### config.mk
export PLATFORM = sky130hd
export DESIGN_NAME = vga_frame_decoder
export DESIGN_NICKNAME = d
export VERILOG_FILES = /design/src/rtl/vga_pkg.sv /design/src/rtl/vga_bbox_accum.sv /design/src/rtl/vga_frame_decoder.sv
export SDC_FILE = /design/constraint.sdc
export NUM_CORES = 1
export LEC_CHECK = 0
export BUFFER_PORTS_ARGS = -buffer_cell sky130_fd_sc_hd__buf_2
export CAP_MARGIN = 30
export CORE_MARGIN = 10
export CORE_UTILIZATION = 35
export DETAILED_ROUTE_END_ITERATION = 8
export GPL_TIMING_DRIVEN = 0
export HOLD_SLACK_MARGIN = 0.08
export PLACE_DENSITY = 0.62
export SLEW_MARGIN = 20
export SYNTH_ARGS = -nofsm -noshare
export SYNTH_HDL_FRONTEND = slang
export SYNTH_SLANG_ARGS = --single-unit
### constraint.sdc
create_clock -name clk_i -period 6.1 [get_ports clk_i]
set_clock_uncertainty 0.1 [all_clocks]
set_input_delay 0 -clock clk_i [delete_from_list [all_inputs] [get_ports clk_i]]
set_output_delay 0 -clock clk_i [all_outputs]
set_load 0.01 [all_outputs]
### src/rtl/vga_pkg.sv
// rtl/vga_pkg.sv - shared FSM state, default VGA timing and frame result type
package vga_pkg;

  localparam int H_TOTAL_DFLT      = 800;
  localparam int V_TOTAL_DFLT      = 525;
  localparam int H_START_DFLT      = 48;
  localparam int V_START_DFLT      = 33;
  localparam int SCREEN_H_RES_DFLT = 640;
  localparam int SCREEN_V_RES_DFLT = 480;
  localparam int MASK_X_LO_DFLT    = 316;
  localparam int MASK_X_HI_DFLT    = 324;
  localparam int CNT_W_DFLT        = 12;
  localparam int VGA_RGB_W_DFLT    = 12;

  localparam int X_POS_W   = 10;
  localparam int Y_POS_W   = 9;
  localparam int PIX_CNT_W = X_POS_W + Y_POS_W;

  typedef enum logic [1:0] {
    IDLE,
    ACQUIRE,
    LOCKED
  } dec_state_e;

  typedef struct packed {
    logic [X_POS_W-1:0]   min_x;
    logic [X_POS_W-1:0]   max_x;
    logic [Y_POS_W-1:0]   min_y;
    logic [Y_POS_W-1:0]   max_y;
    logic [PIX_CNT_W-1:0] cnt;
    logic                 is_empty;
  } frame_result_t;

endpackage

### src/rtl/vga_bbox_accum.sv
// rtl/vga_bbox_accum.sv - per-frame bounding box and saturating lit-pixel count
module vga_bbox_accum
  import vga_pkg::*;
(
  input  logic               clk_i,
  input  logic               rst_i,
  input  logic               clear_i,
  input  logic               hit_i,
  input  logic [X_POS_W-1:0] x_i,
  input  logic [Y_POS_W-1:0] y_i,
  output frame_result_t      res_o
);

  logic [X_POS_W-1:0]   min_x_q, min_x_d, max_x_q, max_x_d;
  logic [Y_POS_W-1:0]   min_y_q, min_y_d, max_y_q, max_y_d;
  logic [PIX_CNT_W-1:0] cnt_q, cnt_d;

  always_ff @(posedge clk_i or posedge rst_i) begin
    if (rst_i) begin
      min_x_q <= '1;
      max_x_q <= '0;
      min_y_q <= '1;
      max_y_q <= '0;
      cnt_q   <= '0;
    end else begin
      min_x_q <= min_x_d;
      max_x_q <= max_x_d;
      min_y_q <= min_y_d;
      max_y_q <= max_y_d;
      cnt_q   <= cnt_d;
    end
  end

  // Clear wins over a coincident hit so that pixel is dropped, not carried over.
  always_comb begin
    min_x_d = min_x_q;
    max_x_d = max_x_q;
    min_y_d = min_y_q;
    max_y_d = max_y_q;
    cnt_d   = cnt_q;
    if (clear_i) begin
      min_x_d = '1;
      max_x_d = '0;
      min_y_d = '1;
      max_y_d = '0;
      cnt_d   = '0;
    end else if (hit_i) begin
      if (x_i < min_x_q) min_x_d = x_i;
      if (x_i > max_x_q) max_x_d = x_i;
      if (y_i < min_y_q) min_y_d = y_i;
      if (y_i > max_y_q) max_y_d = y_i;
      if (cnt_q != '1) cnt_d = cnt_q + 1'b1;
    end
  end

  always_comb begin
    res_o.min_x    = min_x_q;
    res_o.max_x    = max_x_q;
    res_o.min_y    = min_y_q;
    res_o.max_y    = max_y_q;
    res_o.cnt      = cnt_q;
    res_o.is_empty = (cnt_q == '0);
  end

endmodule

### src/rtl/vga_frame_decoder.sv
// rtl/vga_frame_decoder.sv - recovers pixel coordinates from VGA syncs and reports per-frame bbox/count
// Optional sync period checking: VGA_DECODER_TIMING_CHECK_EN
module vga_frame_decoder
  import vga_pkg::*;
#(
  parameter int H_TOTAL      = H_TOTAL_DFLT,
  parameter int V_TOTAL      = V_TOTAL_DFLT,
  parameter int H_START      = H_START_DFLT,
  parameter int V_START      = V_START_DFLT,
  parameter int SCREEN_H_RES = SCREEN_H_RES_DFLT,
  parameter int SCREEN_V_RES = SCREEN_V_RES_DFLT,
  parameter int MASK_X_LO    = MASK_X_LO_DFLT,
  parameter int MASK_X_HI    = MASK_X_HI_DFLT,
  parameter int CNT_W        = CNT_W_DFLT,
  parameter int VGA_RGB_W    = VGA_RGB_W_DFLT
) (
  input  logic                 clk_i,
  input  logic                 rst_i,
  input  logic                 vga_hs_i,
  input  logic                 vga_vs_i,
  input  logic [VGA_RGB_W-1:0] vga_rgb_i,
  output logic                 lock_o,
  output logic                 frame_valid_o,
  output logic                 empty_o,
  output logic [X_POS_W-1:0]   min_x_o,
  output logic [X_POS_W-1:0]   max_x_o,
  output logic [Y_POS_W-1:0]   min_y_o,
  output logic [Y_POS_W-1:0]   max_y_o,
  output logic [PIX_CNT_W-1:0] pix_cnt_o,
  output logic                 timing_err_o
);

  // The visible window never extends past the sync period.
  localparam int H_VIS_END = (H_START + SCREEN_H_RES < H_TOTAL) ? H_START + SCREEN_H_RES : H_TOTAL;
  localparam int V_VIS_END = (V_START + SCREEN_V_RES < V_TOTAL) ? V_START + SCREEN_V_RES : V_TOTAL;

  localparam logic [CNT_W-1:0]   CNT_MAX  = '1;
  localparam logic [CNT_W-1:0]   H_VIS_LO = CNT_W'(H_START);
  localparam logic [CNT_W-1:0]   H_VIS_HI = CNT_W'(H_VIS_END);
  localparam logic [CNT_W-1:0]   V_VIS_LO = CNT_W'(V_START);
  localparam logic [CNT_W-1:0]   V_VIS_HI = CNT_W'(V_VIS_END);
  localparam logic [X_POS_W-1:0] MASK_LO  = X_POS_W'(MASK_X_LO);
  localparam logic [X_POS_W-1:0] MASK_HI  = X_POS_W'(MASK_X_HI);

  logic                 hs1_q, hs1_d, hs2_q, hs2_d;
  logic                 vs1_q, vs1_d, vs2_q, vs2_d;
  logic [VGA_RGB_W-1:0] rgb1_q, rgb1_d;
  logic [CNT_W-1:0]     hcnt_q, hcnt_d, vcnt_q, vcnt_d;
  logic                 vs_evt_q, vs_evt_d;
  dec_state_e           state_q, state_d;
  frame_result_t        acc_res, res_q, res_d;
  logic                 fv_q, fv_d, lock_q, lock_d;
  logic                 hs_rise, vs_rise, visible_x, visible_y, masked, hit;
  logic                 publish, acc_clear, tchk_err;
  logic [X_POS_W-1:0]   x_pos;
  logic [Y_POS_W-1:0]   y_pos;

  always_ff @(posedge clk_i or posedge rst_i) begin
    if (rst_i) begin
      hs1_q    <= 1'b0;
      hs2_q    <= 1'b0;
      vs1_q    <= 1'b0;
      vs2_q    <= 1'b0;
      rgb1_q   <= '0;
      hcnt_q   <= '0;
      vcnt_q   <= '0;
      vs_evt_q <= 1'b0;
      res_q    <= '0;
      fv_q     <= 1'b0;
      lock_q   <= 1'b0;
    end else begin
      hs1_q    <= hs1_d;
      hs2_q    <= hs2_d;
      vs1_q    <= vs1_d;
      vs2_q    <= vs2_d;
      rgb1_q   <= rgb1_d;
      hcnt_q   <= hcnt_d;
      vcnt_q   <= vcnt_d;
      vs_evt_q <= vs_evt_d;
      res_q    <= res_d;
      fv_q     <= fv_d;
      lock_q   <= lock_d;
    end
  end

  always_comb begin
    hs1_d    = vga_hs_i;
    hs2_d    = hs1_q;
    vs1_d    = vga_vs_i;
    vs2_d    = vs1_q;
    rgb1_d   = vga_rgb_i;
    hs_rise  = hs1_q & ~hs2_q;
    vs_rise  = vs1_q & ~vs2_q;
    // Frame events act one clock after the rise so results land two clocks after sampling.
    vs_evt_d = vs_rise;
  end

  always_comb begin
    hcnt_d = hcnt_q;
    if (hs_rise)              hcnt_d = '0;
    else if (hcnt_q != CNT_MAX) hcnt_d = hcnt_q + 1'b1;
    vcnt_d = vcnt_q;
    if (vs_rise)                           vcnt_d = '0;
    else if (hs_rise && vcnt_q != CNT_MAX) vcnt_d = vcnt_q + 1'b1;
  end

  always_comb begin
    visible_x = (hcnt_q >= H_VIS_LO) && (hcnt_q < H_VIS_HI);
    visible_y = (vcnt_q >= V_VIS_LO) && (vcnt_q < V_VIS_HI);
    x_pos     = X_POS_W'(hcnt_q - H_VIS_LO);
    y_pos     = Y_POS_W'(vcnt_q - V_VIS_LO);
    masked    = (x_pos > MASK_LO) && (x_pos < MASK_HI);
    hit       = visible_x && visible_y && (|rgb1_q) && !masked && !vs_rise;
  end

  vga_bbox_accum u_accum (
    .clk_i   (clk_i),
    .rst_i   (rst_i),
    .clear_i (acc_clear),
    .hit_i   (hit),
    .x_i     (x_pos),
    .y_i     (y_pos),
    .res_o   (acc_res)
  );

`ifdef VGA_DECODER_TIMING_CHECK_EN
  localparam logic [CNT_W-1:0] H_LAST  = CNT_W'(H_TOTAL - 1);
  localparam logic [CNT_W:0]   V_LINES = (CNT_W+1)'(V_TOTAL);

  logic viol_q, viol_d, terr_q, terr_d;

  always_ff @(posedge clk_i or posedge rst_i) begin
    if (rst_i) begin
      viol_q <= 1'b0;
      terr_q <= 1'b0;
    end else begin
      viol_q <= viol_d;
      terr_q <= terr_d;
    end
  end

  // A coincident hsync rise is swallowed by the vcnt clear, so it is added back here.
  always_comb begin
    viol_d = 1'b0;
    if (state_q != IDLE) begin
      if (hs_rise && hcnt_q != H_LAST) viol_d = 1'b1;
      if (vs_rise && ({1'b0, vcnt_q} + {{CNT_W{1'b0}}, hs_rise}) != V_LINES) viol_d = 1'b1;
    end
    terr_d = viol_q;
  end

  assign tchk_err     = viol_q;
  assign timing_err_o = terr_q;
`else
  assign tchk_err     = 1'b0;
  assign timing_err_o = 1'b0;
`endif

  always_ff @(posedge clk_i or posedge rst_i) begin
    if (rst_i) state_q <= IDLE;
    else       state_q <= state_d;
  end

  always_comb begin
    state_d = state_q;
    case (state_q)
      IDLE:    if (vs_evt_q) state_d = ACQUIRE;
      ACQUIRE: if (vs_evt_q) state_d = LOCKED;
      LOCKED:  state_d = LOCKED;
      default: state_d = IDLE;
    endcase
    if (tchk_err) state_d = IDLE;
  end

  always_comb begin
    publish   = vs_evt_q && !tchk_err && (state_q != IDLE);
    acc_clear = (state_q == IDLE) || vs_evt_q || tchk_err;
  end

  always_comb begin
    res_d  = res_q;
    fv_d   = publish;
    lock_d = lock_q;
    if (publish) begin
      res_d  = acc_res;
      lock_d = 1'b1;
      if (acc_res.is_empty) begin
        res_d.min_x = '0;
        res_d.max_x = '0;
        res_d.min_y = '0;
        res_d.max_y = '0;
      end
    end
    if (tchk_err) lock_d = 1'b0;
  end

  assign lock_o        = lock_q;
  assign frame_valid_o = fv_q;
  assign empty_o       = res_q.is_empty;
  assign min_x_o       = res_q.min_x;
  assign max_x_o       = res_q.max_x;
  assign min_y_o       = res_q.min_y;
  assign max_y_o       = res_q.max_y;
  assign pix_cnt_o     = res_q.cnt;

endmodule

==> results_dict.tcl <==
set metrics [dict create \
    p_leak_nw 4.53 \
    grt_max_degree 106 \
    layout_common_cells "dfrtp_1 (141), buf_2 (87), nand2_1 (78), inv_1 (58), a21oi_1 (50)" \
    synthTopCellsByArea "dfrtp_1 (44%), ha_1 (7.2%), dfstp_2 (6.3%), a22o_1 (5.2%), nand2_1 (3.7%)" \
    end_kind "register" \
    cts_resized 0 \
    slew_headroom_pct 44.4 \
    post_dp_cell_area_um2 8750 \
    internal-power_mw 1.83 \
    grt_pass1_wl_mm 33.6 \
    crit_type "reg -> reg" \
    cp-start-kind "register" \
    synth_edf_count 0 \
    antenna_found_initial 0 \
    synth-simple-area-share_pct 17.6 \
    synth_seq_cells 160 \
    synth_top_family_by_area "simple AND/OR/NAND/NOR gates" \
    netlist_instances 805 \
    core_region_area_um2 22600 \
    yosys.area.top_type "dfrtp_1" \
    min_path_type "in -> reg" \
    path_max_fanout 9 \
    yosysWarnings 0 \
    comb_power_share_pct 14.8 \
    holdWs_ns 0.109 \
    die_w_um 171 \
    critical_path.max_stage_delay_ns 0.59 \
    setup_slack_ns 2.18 \
    crit_arrival_ns 4.16 \
    area_growth_pct 19.1 \
    grt_usage_pct 14.2 \
    clock_latency_ns 0.43 \
    gp_congestion 0.849 \
    vias_per_cell 5.26 \
    dpl.hpwl_mm 14.4 \
    r2r_slack_ns 2.18 \
    seqPwrFrac_pct 43.5 \
    pwr_density_cell_nw_per_um2 269 \
    cts_tree "done" \
    fp.dieH_um 171 \
    nets 979 \
    setup_viol 0 \
    drc 0 \
    synth_ff_type "dfrtp_1" \
    layout-drive-gt1-share_pct 16.6 \
    design_area_um2 9510 \
    period_share_pct 64.3 \
    grt_pass1_vias 6434 \
    via_count 6396 \
    critical_path_required_ns 6.34 \
    synthMuxAreaShare_pct 0.125 \
    synth_top_cell_area_share_pct 44.2 \
    p_clk_share_pct 41.7 \
    ant_nets 0 \
    post_cts.repair.setup_buffers 0 \
    clk_pin_slew_ns 0.06 \
    critPathSlowestCell "a2111oi_0" \
    finalHoldViolations 0 \
    layout_commonest_cell "dfrtp_1" \
    clockBufferDepth 2 \
    status "complete, no violations" \
    ios 77 \
    tightest_slew_ns 0.835 \
    first_iter_violations 402 \
    diodes 0 \
    htree_num_levels 4 \
    min_period_ns 3.92 \
    cts_root_buf "clkbuf_16" \
    cp_cell_sequence "inv_1, ha_1, or4b_4, a21boi_0, xnor2_1, inv_1, ha_1, a2111oi_0, a31o_2, clkbuf_1, a21oi_1, o21ai_0" \
    ys_types 64 \
    swShare_pct 28.5 \
    max_freq_ghz 0.255 \
    rsz0062_at_grt "no" \
    drt-total-wl_mm 20.1 \
    synthArstFlopShare_pct 100 \
    max_cap_viol_count 0 \
    utilization_pct 42.1 \
    synth_fa_ha_area_share_pct 7.21 \
    synth-xor-area-share_pct 2.62 \
    num_rows 55 \
    initial_core_util_pct 35.4 \
    ys_seq_area_share_pct 50.5 \
    syn_nets 867 \
    avgSynthCellArea_um2 9.92 \
    synth_compound_area_share_pct 16.7 \
    cts_buffers 17 \
    overflow 0 \
    wl_per_cell_um 16.5 \
    cts_sinks 160 \
    drt-pass1-iter-count 4 \
    dieArea_um2 29200 \
    dp_slack_ns 2.18 \
    netlist_area_um2 7980 \
    postCtsHoldBufs 16 \
    p_sw_mw 0.730 \
    portBuffers 75 \
    vdd_drop_max_uv 160 \
    finalMaxSlewViolations 0 \
]
==> final timing paths <==
path | start | end | depth (start not counted)
max in group asynchronous | rst_i | u_accum.min_x_q[1] | 5
hold reg to reg | hs1_q | hs2_q | 0
setup / recovery | vcnt_q[0] | u_accum.min_y_q[2] | 12
hold / removal | vga_rgb_i[8] | rgb1_q[8] | 2
min in group asynchronous | rst_i | vs1_q | 4
setup reg to reg | vcnt_q[0] | u_accum.min_y_q[2] | 12
==> cells by family (layout without fill, tap and decap cells) <==
kind of cell | count (synthesis) | count (layout)
mux | 1 | 1
other cells | 1 | 1
buf+inv | 107 | 232
simple gates | 272 | 272
compound gates | 195 | 195
xor+xnor | 23 | 23
fa+ha+maj | 46 | 46
flops | 160 | 160
==> power groups by stage <==
stage                     logic (mW)  registers [mW]  clock network, mW
after floorplan                0.259            1.12                  0
after global placement         0.362            1.13                  0
after detailed placement       0.372            1.13                  0
after CTS                      0.382            1.11               1.09
after global routing           0.433            1.12               1.14
final                          0.378            1.11               1.07
==> Yosys cell counts (all sizes together) (7+ instances only) <==
cell type and instances:
dfrtp 141, nand2 78, inv 59, a21oi 50, a22o 47, ha 46, o21ai 46, nand3 40
nor2 35, nor3 33, clkbuf 32, dfstp 19, buf 15, nand4 14, or3 12, xnor2 12
or4 11, xor2 11, nor4 8, and3 7
==> metrics by stage <==
| stage | power, mW | instances | TNS (ns) |
|---|---|---|---|
| floorplan | 1.38 | 805 | 0 |
| global placement | 1.49 | 1165 | -45.10 |
| detailed placement | 1.50 | 1166 | 0 |
| CTS | 2.58 | 1214 | 0 |
| global route | 2.69 | 1215 | 0 |
| finish | 2.56 | 1215 | 0 |
==> area by class of cell <==
cell class	instances	area [µm²]
clock inverters	12	134
fillers	2221	13100
repair buffers	93	568
multi-input cells	538	3540
inverters	60	233
well taps	285	357
flip-flops and latches	160	4030
clock buffers	20	457
plain buffers	47	194
==> flip-flops by register name (all words and copies together) (netlist names) <==
| signal | cells |
|---|---|
| hcnt_q | 12 |
| vs_evt_q | 1 |
| hs1_q | 1 |
| u_accum.min_x_q | 10 |
| max_x_o | 10 |
| max_y_o | 9 |
| state_q | 2 |
| u_accum.max_y_q | 9 |
| frame_valid_o | 1 |
| hs2_q | 1 |
| u_accum.cnt_q | 19 |
| vcnt_q | 12 |
| min_x_o | 10 |
| empty_o | 1 |
| u_accum.max_x_q | 10 |
| min_y_o | 9 |
| vs1_q | 1 |
| vs2_q | 1 |
| rgb1_q | 12 |
| lock_o | 1 |
| pix_cnt_o | 19 |
| u_accum.min_y_q | 9 |
==> metal layers <==
layer	track usage (%)	vias up	part of all wire, %
li1	-	3121	-
met1	18.7	3130	47
met2	22.5	122	47
met3	3.16	23	4.6
met4	4.69	0	1.5
met5	0	-	0
==> worst max-delay path: cells and delay by family, from the launching register on <==
kind            cells  cell delay, ns
flops               1            0.47
buf+inv             3            0.68
xor+xnor            1            0.14
simple gates        1            0.51
fa+ha+maj           2            0.55
compound gates      5            1.39
(Power assumes the default switching activity.)
